### src/rtl/exp_arbiter.sv
// exp_arbiter
//   Round-robin arbiter sharing one exponential accelerator among N clients.
//   One request is accepted at a time. The winner's operand is latched onto
//   acc_x and acc_start is pulsed for one cycle. The arbiter then waits for
//   acc_done to fall and rise again, captures acc_result, and pulses
//   rsp_valid to the winner for one cycle.
//
//   Optional macro: EXP_ARB_TIMEOUT_EN
//     When defined, an 8-bit watchdog counts cycles spent in BUSY+WAIT.
//     On reaching TIMEOUT it forces a response with rsp_err=1 and
//     result_out=0.
//     When undefined, BUSY/WAIT wait indefinitely and rsp_err is tied to 0.
//
// Parameters
//   N        number of requesters (2..8)
//   XW       operand width
//   RW       result width
//   TIMEOUT  watchdog limit in cycles (1..255), used only with the macro
//
// Ports
//   clk         system clock, rising edge
//   rst         asynchronous active-low reset
//   req         per-requester request level
//   x_in        operands; requester i uses [i*XW +: XW]
//   grant       one-hot, from the accept cycle through the response cycle
//   rsp_valid   one-cycle pulse to the winner
//   rsp_err     qualifies rsp_valid; 1 = watchdog abort
//   result_out  last captured result
//   acc_start   accelerator start (one-cycle pulse)
//   acc_x       latched operand driven to the accelerator
//   acc_done    accelerator done (high while the accelerator is idle)
//   acc_result  accelerator result
module exp_arbiter #(
  parameter int N       = 4,
  parameter int XW      = 16,
  parameter int RW      = 16,
  parameter int TIMEOUT = 255
) (
  input  logic              clk,
  input  logic              rst,
  input  logic [N-1:0]      req,
  input  logic [N*XW-1:0]   x_in,
  output logic [N-1:0]      grant,
  output logic [N-1:0]      rsp_valid,
  output logic              rsp_err,
  output logic [RW-1:0]     result_out,
  output logic              acc_start,
  output logic [XW-1:0]     acc_x,
  input  logic              acc_done,
  input  logic [RW-1:0]     acc_result
);

  localparam int PW = (N > 1) ? $clog2(N) : 1;

  if (N < 2 || N > 8) begin : g_bad_n
    $error("exp_arbiter: N must be in 2..8");
  end
  if (TIMEOUT < 1 || TIMEOUT > 255) begin : g_bad_timeout
    $error("exp_arbiter: TIMEOUT must be in 1..255");
  end

  typedef enum logic [2:0] {
    S_IDLE,
    S_START,
    S_BUSY,
    S_WAIT,
    S_RESP
  } state_t;

  state_t          state, state_d;
  logic [PW-1:0]   ptr, ptr_d;
  logic [PW-1:0]   winner, winner_d;
  logic [N-1:0]    grant_d;
  logic [N-1:0]    rsp_valid_d;
  logic [RW-1:0]   result_d;
  logic            start_d;
  logic [XW-1:0]   acc_x_d;

  logic [PW-1:0]   pick;
  logic            found;
  logic [XW-1:0]   x_sel;

`ifdef EXP_ARB_TIMEOUT_EN
  logic [7:0]      wdog, wdog_d;
  logic            rsp_err_d;
`endif

  function automatic logic [N-1:0] onehot(input logic [PW-1:0] idx);
    logic [N-1:0] v;
    v = '0;
    for (int unsigned i = 0; i < N; i++) begin
      if (PW'(i) == idx) v[i] = 1'b1;
    end
    return v;
  endfunction

  // Round-robin search: indices at or above ptr are scanned first, then the
  // wrapped-around indices below ptr.
  always_comb begin
    pick  = '0;
    found = 1'b0;
    for (int unsigned j = 0; j < N; j++) begin
      if (!found && PW'(j) >= ptr && req[j]) begin
        found = 1'b1;
        pick  = PW'(j);
      end
    end
    for (int unsigned j = 0; j < N; j++) begin
      if (!found && PW'(j) < ptr && req[j]) begin
        found = 1'b1;
        pick  = PW'(j);
      end
    end
  end

  always_comb begin
    x_sel = '0;
    for (int unsigned i = 0; i < N; i++) begin
      if (PW'(i) == pick) x_sel = x_in[i*XW +: XW];
    end
  end

  always_comb begin
    state_d     = state;
    ptr_d       = ptr;
    winner_d    = winner;
    grant_d     = grant;
    rsp_valid_d = '0;
    result_d    = result_out;
    start_d     = 1'b0;
    acc_x_d     = acc_x;
`ifdef EXP_ARB_TIMEOUT_EN
    wdog_d      = wdog;
    rsp_err_d   = 1'b0;
`endif

    case (state)
      S_IDLE: begin
        if (found && acc_done) begin
          state_d  = S_START;
          winner_d = pick;
          grant_d  = onehot(pick);
          acc_x_d  = x_sel;
          start_d  = 1'b1;
        end
      end
      S_START: begin
        state_d = S_BUSY;
`ifdef EXP_ARB_TIMEOUT_EN
        wdog_d  = '0;
`endif
      end
      S_BUSY: begin
        if (!acc_done) state_d = S_WAIT;
      end
      S_WAIT: begin
        if (acc_done) begin
          state_d     = S_RESP;
          result_d    = acc_result;
          rsp_valid_d = onehot(winner);
        end
      end
      S_RESP: begin
        state_d = S_IDLE;
        grant_d = '0;
        ptr_d   = (winner == PW'(N - 1)) ? '0 : winner + 1'b1;
      end
      default: state_d = S_IDLE;
    endcase

`ifdef EXP_ARB_TIMEOUT_EN
    // Watchdog overrides BUSY/WAIT progress, except a normal completion
    // landing on the same cycle, which is reported as a good result.
    if (state == S_BUSY || state == S_WAIT) begin
      wdog_d = wdog + 8'd1;
      if (wdog == 8'(TIMEOUT - 1) && !(state == S_WAIT && acc_done)) begin
        state_d     = S_RESP;
        rsp_valid_d = onehot(winner);
        rsp_err_d   = 1'b1;
        result_d    = '0;
      end
    end
`endif
  end

  always_ff @(posedge clk or negedge rst) begin
    if (!rst) begin
      state      <= S_IDLE;
      ptr        <= '0;
      winner     <= '0;
      grant      <= '0;
      rsp_valid  <= '0;
      result_out <= '0;
      acc_start  <= 1'b0;
      acc_x      <= '0;
    end else begin
      state      <= state_d;
      ptr        <= ptr_d;
      winner     <= winner_d;
      grant      <= grant_d;
      rsp_valid  <= rsp_valid_d;
      result_out <= result_d;
      acc_start  <= start_d;
      acc_x      <= acc_x_d;
    end
  end

`ifdef EXP_ARB_TIMEOUT_EN
  always_ff @(posedge clk or negedge rst) begin
    if (!rst) begin
      wdog    <= '0;
      rsp_err <= 1'b0;
    end else begin
      wdog    <= wdog_d;
      rsp_err <= rsp_err_d;
    end
  end
`else
  assign rsp_err = 1'b0;
`endif

endmodule
### config.mk
export PLATFORM = sky130hd
export DESIGN_NAME = exp_arbiter
export DESIGN_NICKNAME = d
export VERILOG_FILES = /design/src/rtl/exp_arbiter.sv
export SDC_FILE = /design/constraint.sdc
export NUM_CORES = 1
export LEC_CHECK = 0
export ABC_AREA = 1
export CORE_AREA = 2 2 85 87
export DETAILED_ROUTE_END_ITERATION = 12
export DIE_AREA = 0 0 87 89
export GPL_TIMING_DRIVEN = 1
export HOLD_SLACK_MARGIN = 0.15
export PLACE_DENSITY = 0.75
export SLEW_MARGIN = 40
export SYNTH_ARGS = -nofsm -noshare
export SYNTH_HDL_FRONTEND = slang
export SYNTH_SLANG_ARGS = --single-unit
### constraint.sdc
create_clock -name clk -period 4.3 [get_ports clk]
set_clock_uncertainty 0.15 [all_clocks]
set_input_delay 0.86 -clock clk [delete_from_list [all_inputs] [get_ports clk]]
set_output_delay 0.86 -clock clk [all_outputs]
set_load 0.02 [all_outputs]
* Word level (Yosys, flattened, before mapping)
Index checks and enable logic that the tools add are counted.
** Word-level totals
- Input port bits :: 87
- Register bits after elaboration :: 48
** Cells by class
- $add $sub $neg :: 1
- Order comparisons :: 8
- Eq/ne operators :: 14
- Reduce and logical (&&, ||, !) cells :: 31
- Muxes and demuxes :: 38
** Operators with widths (count)
- 16-bit 2-to-1 mux :: 4
- 1-bit 2-to-1 mux :: 19
- 1-bit logical AND :: 16
- 2-bit 2-to-1 mux :: 7
- 4-bit 2-to-1 mux :: 3
- 3-bit case mux with 4 select lines :: 1
- 3-bit 2-to-1 mux :: 3
- 2-bit == test (first input constant) :: 4
- 4-bit case mux with 2 select lines :: 1
- 1-bit zero test :: 7
- 3-bit by 2-bit == test with 1-bit output (second input constant) :: 2
- 2-bit inequality test (second input constant) :: 3
- 2-bit AND reduction :: 3
- 1-bit by 2-bit == test with 1-bit output (first input constant) :: 2
- 1-bit by 2-bit greater-or-equal comparator with 1-bit output (first input constant) :: 2
- 2-bit greater-or-equal comparator (first input constant) :: 2
- 2-bit zero test :: 2
- 1-bit by 2-bit < comparator with 1-bit output (first input constant) :: 2
- 2-bit < comparator (first input constant) :: 2
- 3-bit by 1-bit == test with 1-bit output (second input constant) :: 1
- 3-bit == test (second input constant) :: 1
- 3-bit zero test :: 1
- 3-bit AND reduction :: 1
- 2-bit by 1-bit adder with 2-bit output (second input constant) :: 1
- other kinds (2) :: 2

* Depth between registers and ports, before layout
Gate-level depths: netlist (run 1).
- Word-level depth :: 36
- Depth in mapped cells :: 12

* Worst setup path before layout (run 1)
Ideal clock, no wire load.
- Path type :: input to register
- Start point :: in acc_done
- End point :: reg result_out[10]
- Data required time :: 4033 ps
- Path slack :: 2230 ps
- Stages :: 7
- Arrival time :: 1803 ps
- Cells stage by stage :: clkbuf_1 inv_1 nor2_2 inv_2 clkbuf_1 nand2_1 nand2_1
** On the way
- Longest elaborated chain between the ends :: 1
** RTL lines
- from (decl) :: line 49 : input logic acc_done,
- 2-bit AND reduction (no line)
- to (signal assigned) :: line 202 : result_out <= result_d;
- to (decl) :: line 46 : output logic [RW-1:0] result_out,
Every way passes these cells.
A chain may end at the register's enable or synchronous reset.

* Final worst setup path (run 1)
- Start point :: in req[2]
- End point :: reg acc_x[14]
** On the way
- Longest elaborated chain between the ends :: 27
- Elaborated cells on any way between the ends :: 38
- Classes of those cells :: 3 x eq/ne; 16 x mux; 19 x reduce/logical
** RTL lines
- from (decl) :: line 41 : input logic [N-1:0] req,
- 1-bit logical AND :: line 103 : if (!found && PW'(j) >= ptr && req[j]) begin
- 1-bit 2-to-1 mux :: line 103
- 1-bit zero test :: line 103
- 1-bit logical AND (2 in a row) :: line 103
- 1-bit 2-to-1 mux :: line 103
- 1-bit zero test :: line 109 : if (!found && PW'(j) < ptr && req[j]) begin
- 1-bit logical AND (2 in a row) :: line 109
- 1-bit 2-to-1 mux :: line 109
- [4 not listed]
- 1-bit zero test :: line 109
- 1-bit logical AND (2 in a row) :: line 109
- 1-bit 2-to-1 mux :: line 109
- 1-bit zero test :: line 109
- 1-bit logical AND (2 in a row) :: line 109
- 2-bit 2-to-1 mux :: line 109
- 2-bit zero test :: line 119 : if (PW'(i) == pick) x_sel = x_in[i*XW +: XW];
- 16-bit 2-to-1 mux (4 in a row) :: line 119
- to (signal assigned) :: line 195 : acc_x <= '0;
- to (signal assigned) :: line 204 : acc_x <= acc_x_d;
- to (decl) :: line 48 : output logic [XW-1:0] acc_x,
Parallel ways exist; a longest one is shown, timed or not.

==> flow_summary.ini, run 1 <==
[synth]
syn_nets = 433
ys_ff_latch = 48
synth-compound-area-share_pct = 5.68
ys_seq_area_share_pct = 45.5
synth_top_cell_by_area = dfrtp_1
synth_xor_area_share_pct = 0
synth_area_leaders = dfrtp_1 45%, nand2_1 18%, nor2_1 6.1%
synth_top_family_by_area = simple AND/OR/NAND/NOR gates
netlist_instances = 342
synth_area_um2 = 2640
yosysUniqueCellTypes = 28
synth_mux_area_share_pct = 0
synth.top_cell.area_share_pct = 45.5
avgSynthCellArea_um2 = 7.73
yosysWarnings = 0
synth_fa_ha_area_share_pct = 1.89
synthSimpleGateAreaFrac_pct = 39.8

[floorplanning]
die_x_um = 87
dieArea_um2 = 7740
start_util_pct = 39.3
core_area_um2 = 6720
row_count = 30
fp.dieH_um = 89
pin_count = 129

[pwr]
ir_worst_vdd_uv = 261
power_density_nw_per_um2 = 591
p_leak_nw = 1.93

[layout]
utilization_pct = 60.0
final_nets = 554
antennaDiodeCount = 0
final_cell_mix = 126 x clkdlybuf4s50_1, 124 x nand2_1, 48 x dfrtp_1
final_common_cell = clkdlybuf4s50_1
fin_cells = 544
areaGrowthSynthToFinish_pct = 52.6
design_area_um2 = 4030
drive_gt1_share_pct = 9.70

[placed_design]
dp_hpwl_mm = 5.30
placed_cell_area_um2 = 3920
portBuffers = 127
gp_congestion = 0.838
place_inst = 536

[drt]
post_drt_wl_per_cell_um = 12.8
firstDrtPassIters = 5
drt-total-wl_mm = 6.97
vias_per_cell = 4.80
ant_nets = 0
vias = 2611
drt-initial-drc-count = 78
drc = 0

[clock_tree]
cts.repair.resized = 0
cts_tree = built
clock_sinks = 48
htree_levels = 2
cts_buffers = 5
hold_buffers = 0
path_clk_slew_ns = 0.08
cts_setup_buffers = 0
clk_path_buf_depth = 2
cts-root-buf = clkbuf_8
clk_latency_ns = 0.30

[sta]
final_max_slew_viol_count = 0
slew_headroom_pct = 49.1
setup_violations = 0
final_hold_viol_count = 0
fmax_mhz = 355
period_needed_ns = 2.82
period_share_pct = 65.6
finalSetupTns_ns = 0
max_slew.worst_pin.slew_ns = 0.761
rsz0062_at_grt = false

[setup_path]
crit_type = primary input to flop
slowest_delay_ns = 0.55
cp-end-kind = flop
critPathMaxFanout = 22
worst-path-buf-inv = 2
cp-start-kind = primary input
cpLargestDelayFamily = simple AND/OR/NAND/NOR gates
path_cells = clkdlybuf4s50_1 > nand3_1 > nand4_1 > nand3_1 > buf_4 > nor2_1 > nand2_1 > nand2_1
cp.required_ns = 4.40
slowest_stage = nand3_1
critPathArrivalTime_ns = 2.92

[run_status]
status = finished, final reports clean

[flow_run]
maxCapViolations = 0

[global_routing]
antenna_found_initial = 0
track_usage_pct = 18.4
grt_pass1_vias = 2457
grt_overflow = 0
grt_pass1_wl_mm = 11.0
grt_start_max_net_pins = 49

[hold_path]
hold_class = flop to flop
-- area by class of cell --
cell class                      count  area (um^2)
Clock buffer                        5         68.8
Clock inverter                      3         46.3
Inverter                           19         76.3
Fill cell                         606         2690
Tap cell                           80          100
Sequential cell                    48         1200
Timing Repair Buffer              129         1280
Multi-Input combinational cell    260         1250
-- path summary, 6_finish.rpt --
check,cells after the start,startpoint,to,slack [ns]
worst max-delay path,8,req[2],acc_x[14],1.48
worst min-delay path,2,result_out[10],result_out[10],0.33
worst max register to register,8,ptr[1],acc_x[14],2.05
worst min register to register,2,result_out[10],result_out[10],0.33
max in group asynchronous,1,rst,ptr[0],3.19
min in group asynchronous,1,rst,rsp_valid[2],0.40
-- Yosys cell counts (all sizes together) --
cell	instances
nand3	42
nand2	139
a21oi	3
dfrtp	48
buf	13
o211ai	1
o21ai	21
o21a	1
nor2	46
clkbuf	2
nand4	2
ha	4
conb	1
inv	19
-- kinds of logic (layout without fill, tap and decap cells) --
| group | Yosys count | after routing |
|---|---|---|
| compound gates | 26 | 26 |
| simple gates | 229 | 229 |
| buf+inv | 34 | 156 |
| flops | 48 | 48 |
| other cells | 1 | 1 |
| fa+ha+maj | 4 | 4 |
-- sequential cells by signal (all words and copies together), names as in the netlist --
name and cells:
acc_start 1, result_out 16, winner 2, rsp_valid 4, state 3, acc_x 16, ptr 2, grant 4
-- power breakdown --
group	total, W	switching (W)	internal [W]	leakage (nW)
Sequential	0.000746	0.000110	0.000636	0.612
Clock	0.000329	0.000154	0.000175	0.0548
Combinational	0.00131	0.000749	0.000557	1.26
Total	0.00238	0.00101	0.00137	1.93
-- stage by stage --
step | hold slack [ns] | power, W | setup WS [ns]
after detailed placement | 0.311 | 0.00207 | 1.16
after global placement | 0.304 | 0.00203 | 1.23
after CTS | 0.334 | 0.00241 | 1.48
final | 0.326 | 0.00238 | 1.48
after floorplan | 0.357 | 0.00156 | 2.23
after global routing | 0.357 | 0.00258 | 1.26
-- tightest hold or removal path: cells and delay by family (launching register included) --
kind | cells | cell delay (ns)
flip-flops | 1 | 0.35
AND/OR/NAND/NOR | 2 | 0.10
-- routing by layer --
| metal | up-vias | global-route usage, % | wire (um) |
|---|---|---|---|
| met3 | 5 | 7.48 | 700 |
| met5 | - | 0 | 0 |
| met1 | 1183 | 20.4 | 2880 |
| met2 | 106 | 33.2 | 3340 |
| met4 | 0 | 3.84 | 54 |
| li1 | 1317 | - | - |
Note: power is estimated with default switching activity, not from simulation.
==> run 2, diff against run 1 <==
==> constraint.sdc (replaced) <==
create_clock -name clk -period 2.8 [get_ports clk]
set_clock_uncertainty 0.15 [all_clocks]
set_input_delay 0.56 -clock clk [delete_from_list [all_inputs] [get_ports clk]]
set_output_delay 0.56 -clock clk [all_outputs]
set_load 0.02 [all_outputs]
==> run 2 against run 1 <==
Net effect:
- critical endpoint is now acc_x[2]
- largest cell class unchanged
- design area about the same
- sequential power increased by 55%
- global-route usage increased by 0.71 points
- highest routed layer unchanged
- setup slack got worse by 0.93 ns
- core utilization about the same
==> flow_summary.ini, run 2 (synthesis gave the netlist of run 1 again) <==
[run_status]
status = finished, final reports clean

[layout]
final_common_cell = clkdlybuf4s50_1
final_nets = 556
drive_gt1_share_pct = 10.1
utilization_pct = 60.0
final_cell_mix = 126 x clkdlybuf4s50_1, 124 x nand2_1, 48 x dfrtp_1
multi_input_area_um2 = 1250
fin_cells = 546
biggestRegsByFlops = acc_x (16), result_out (16)
antennaDiodeCount = 0
n_fill_cell = 579
seqCellArea_um2 = 1200
areaGrowthSynthToFinish_pct = 52.5

[global_routing]
antenna_found_initial = 0
grt_pass1_vias = 2533
track_usage_pct = 19.1
grt_start_max_net_pins = 49
grt_overflow = 0
grt_pass1_wl_mm = 11.5

[clock_tree]
cts_buffers = 5
cts_setup_buffers = 0
cts.repair.resized = 0
clk_latency_ns = 0.30
hold_buffers = 0
cts_tree = built
htree_levels = 2
clock_sinks = 48
cts-root-buf = clkbuf_8
path_clk_slew_ns = 0.09
clk_path_buf_depth = 2

[setup_path]
cp.required_ns = 2.90
ff2ff_setup_slack_ns = 0.82
crit_type = primary input to flop
critPathArrivalTime_ns = 2.36
cp-start-kind = primary input
critPathMaxFanout = 19
cp-end-kind = flop

[floorplanning]
row_count = 30
fp.dieH_um = 89
start_util_pct = 39.3
pin_count = 129
dieArea_um2 = 7740
core_area_um2 = 6720
die_x_um = 87

[placed_design]
place_inst = 538
gp_congestion = 0.774
dp_hpwl_mm = 5.39
portBuffers = 127

[sta]
final_hold_viol_count = 0
final_max_slew_viol_count = 0
slew_headroom_pct = 60.2
period_share_pct = 80.5
finalSetupTns_ns = 0
setup_violations = 0
fmax_mhz = 444
rsz0062_at_grt = false
max_slew.worst_pin.slew_ns = 0.597
period_needed_ns = 2.25

[drt]
drt-total-wl_mm = 7.16
vias = 2620
drc = 0
drt-initial-drc-count = 101
ant_nets = 0
post_drt_wl_per_cell_um = 13.1
firstDrtPassIters = 4
vias_per_cell = 4.80

[hold_path]
hold_class = primary input to asynchronous set/reset pin

[pwr]
power_density_nw_per_um2 = 888
finalPower_w = 0.00358
ir_worst_vdd_uv = 359
p_leak_nw = 1.94

[flow_run]
maxCapViolations = 0
run 2: changes by cell type in the layout (fill, tap and decap cells not counted):
cell	before	now
clkinv_4	0	1
clkinv_2	0	2
bufinv_16	1	0
buf_12	0	1
inv_6	2	1
clkinvlp_4	1	0
buf_2	0	1
run 2: through the flow:
| step | hold WS (ns) | setup slack [ns] | instance area, um^2 |
|---|---|---|---|
| global placement | 0.307 | 0.383 | 3940 |
| finish | 0.191 | 0.546 | 4030 |
| detailed placement | 0.310 | 0.226 | 3940 |
| floorplan | 0.114 | 1.03 | 2640 |
| global route | 0.239 | 0.430 | 4030 |
| CTS | 0.216 | 0.554 | 4030 |
run 2: final timing paths:
kind,start,to,cells past startpoint
min in group clk,result_out[12],result_out[12],2
worst max register to register,ptr[0],acc_x[2],10
worst max-delay path,req[2],acc_x[2],10
worst min register to register,result_out[12],result_out[12],2
worst min-delay path,rst,result_out[7],2
max in group asynchronous,rst,ptr[1],2
run 2: layer usage:
layer	share of wire [%]	track usage [%]	vias to the layer above
met3	9.6	5.63	14
met1	42	23.0	1155
met4	2.1	5.54	0
met5	0	0	-
met2	46	33.2	135
li1	-	-	1316
run 2: power by group:
part / internal (W) / switching (W) / leakage, nW / total, W
registers: 0.000977 / 0.000179 / 0.612 / 0.00116
clock network: 0.000174 / 0.000235 / 0.0479 / 0.000409
logic: 0.000873 / 0.00114 / 1.28 / 0.00201
run 2: worst max-delay path, cell delays in order:
cell and delay (ns):
clkdlybuf4s50_1 0.49, a21oi_4 0.25, nor2_4 0.08, inv_6 0.13, nand2_4 0.17, nor2_8 0.31
nand2_1 0.13, nand3_1 0.10, nand2_1 0.06, nand2_1 0.05
run 2: area by class of cell:
| cell class | count | area share (%) |
|---|---|---|
| Timing Repair Buffer | 131 | 32.5 |
| Clock buffer | 5 | 1.71 |
| Tap cell | 80 | 2.48 |
| Clock inverter | 3 | 0.466 |
| Multi-Input combinational cell | 260 | 31.1 |
| Sequential cell | 48 | 29.8 |
| Inverter | 19 | 1.89 |
==> run 3, diff against run 2 <==
--- a/config.mk
+++ b/config.mk
@@ -6,12 +6,12 @@
 export NUM_CORES = 1
 export LEC_CHECK = 0
 export ABC_AREA = 1
-export CORE_AREA = 2 2 85 87
+export CORE_AREA = 2 2 88 90
 export DETAILED_ROUTE_END_ITERATION = 12
-export DIE_AREA = 0 0 87 89
+export DIE_AREA = 0 0 90 92
 export GPL_TIMING_DRIVEN = 1
 export HOLD_SLACK_MARGIN = 0.15
-export PLACE_DENSITY = 0.75
+export PLACE_DENSITY = 0.74
 export SLEW_MARGIN = 40
 export SYNTH_ARGS = -nofsm -noshare
 export SYNTH_HDL_FRONTEND = slang
==> constraint.sdc (replaced) <==
create_clock -name clk -period 1.8 [get_ports clk]
set_clock_uncertainty 0.15 [all_clocks]
set_input_delay 0.36 -clock clk [delete_from_list [all_inputs] [get_ports clk]]
set_output_delay 0.36 -clock clk [all_outputs]
set_load 0.02 [all_outputs]
==> run 3 against run 2 <==
Net effect:
- power up 75%
- setup slack worse by 0.53 ns
- sequential share of layout area down 3.2 points
- global-route usage down 1.1 points
- clock power up 120%
- design area up 12%
- via count up 2.6%
- critical path type unchanged
- worst hold slack better by 0.13 ns
- largest power group unchanged
- core utilization up 0.62 points
- sequential cell count unchanged
- critical path depth up 1
- sequential power up 53%
- largest cell class unchanged
- critical endpoint is now acc_x[1]
==> flow_summary.ini, run 3 (synthesis gave the netlist of run 1 again) <==
[layout]
fin_cells = 579
areaGrowthSynthToFinish_pct = 70.7
antennaDiodeCount = 0
final_cell_mix = 114 x nand2_1, 88 x clkdlybuf4s50_1, 48 x dfrtp_1
final_nets = 568
biggestRegsByFlops = acc_x (16), result_out (16)
final_common_cell = nand2_1
drive_gt1_share_pct = 16.4
utilization_pct = 60.6

[clock_tree]
clock_sinks = 48
cts_buffers = 5
path_clk_slew_ns = 0.09
cts_tree = built
clk_path_buf_depth = 2
cts-root-buf = clkbuf_8
htree_levels = 2
clk_latency_ns = 0.30

[setup_path]
cp.required_ns = 1.85
cp-end-kind = flop
path_cells = clkdlybuf4s50_1 > a21oi_4 > nor2_4 > inv_6 > nand2_4 > nor2_8 > buf_12 > nand2_4 > nand3_2 > nand2_2 > nand2_2
worst-path-stages = 11
slowest_stage = clkdlybuf4s50_1
slowest_delay_ns = 0.53
crit_start = req[3]
worst-path-buf-inv = 3
cp-start-kind = primary input
ff2ff_setup_slack_ns = 0.03
r2r-start = ptr[1]
cpLargestDelayFamily = buffers and inverters
critPathArrivalTime_ns = 1.84
endpoint = acc_x[1]
critPathMaxFanout = 7
crit_type = primary input to flop
timing.rr.end = acc_x[1]
r2r_cells = 10

[drt]
firstDrtPassIters = 4
drc = 0
post_drt_wl_per_cell_um = 13.6
vias = 2687
drt-initial-drc-count = 88
ant_nets = 0
vias_per_cell = 4.64
drt-total-wl_mm = 7.87

[sta]
rsz0062_at_grt = true
final_hold_viol_count = 0
setup_violations = 0
period_share_pct = 99.2
final_max_slew_viol_count = 0
period_needed_ns = 1.79
fmax_mhz = 560
finalSetupTns_ns = 0

[placed_design]
portBuffers = 127
place_inst = 567
gp_congestion = 0.850
dp_hpwl_mm = 5.49

[flow_run]
maxCapViolations = 0

[floorplanning]
pin_count = 129
start_util_pct = 35.5
row_count = 32
die_x_um = 90
core_area_um2 = 7450
dieArea_um2 = 8280
fp.dieH_um = 92

[hold_path]
min_from = result_out[13]
holdPathStages = 2
hold_class = flop to flop

[pwr]
p_leak_nw = 2.50
power_density_nw_per_um2 = 1390
ir_worst_vdd_uv = 640

[global_routing]
grt_start_max_net_pins = 49
grt_pass1_vias = 2532
grt_pass1_wl_mm = 12.1
grt_overflow = 0
track_usage_pct = 18.0
antenna_found_initial = 0

[run_status]
status = finished, final reports clean
## run 3: area by class of cell
cell class / count / area, um^2
Fill cell: 675 / 2940
Timing Repair Buffer: 143 / 1560
Inverter: 19 / 76.3
Sequential cell: 48 / 1200
Tap cell: 102 / 128
Clock buffer: 5 / 68.8
Multi-Input combinational cell: 260 / 1420
Clock inverter: 2 / 60.1
## run 3: how the worst min path moves through the flow
stage / to / slack [ns]
after floorplan: acc_start / -0.09
after global placement: result_out[14] / 0.22
after detailed placement: result_out[1] / 0.22
after CTS: result_out[13] / 0.33
after global routing: result_out[11] / 0.35
final: result_out[13] / 0.32
## run 3: worst min-delay path, delay by kind of cell (launching register included)
family	cells	cell delay (ns)
DFF	1	0.35
and+or+nand+nor	2	0.10
## run 3: metrics by stage
| stage | power [W] | setup WS (ns) | cell area (um^2) | hold WS (ns) |
|---|---|---|---|---|
| after floorplan | 0.00372 | 0.193 | 2640 | -0.0856 |
| after global placement | 0.00506 | -0.344 | 4080 | 0.218 |
| after detailed placement | 0.00516 | -0.382 | 4080 | 0.217 |
| after CTS | 0.00607 | 0.000759 | 4230 | 0.332 |
| after global routing | 0.00672 | -0.0784 | 4510 | 0.354 |
| final | 0.00628 | 0.0144 | 4510 | 0.322 |
## run 3: what timing repair did
action                     CTS  global route
buffers inserted             2             0
hold endpoints to repair    48             0
hold buffers                 1             0
gates resized for setup     20            64
setup endpoints to repair   25            45
pin swaps                    5            14
gates cloned                 0             2
## run 3: routing by layer
layer,wire length (um),GRT usage [%]
met1,3500,23.3
met2,3980,30.5
met3,287,3.12
met4,99,6.03
met5,0,0
## run 3: where the power goes
part	switching (W)	total, W	internal, W	leakage (nW)
logic	0.00202	0.00361	0.00159	1.83
registers	0.000247	0.00177	0.00152	0.612
clock network	0.000357	0.000904	0.000547	0.0642
total	0.00263	0.00628	0.00365	2.50
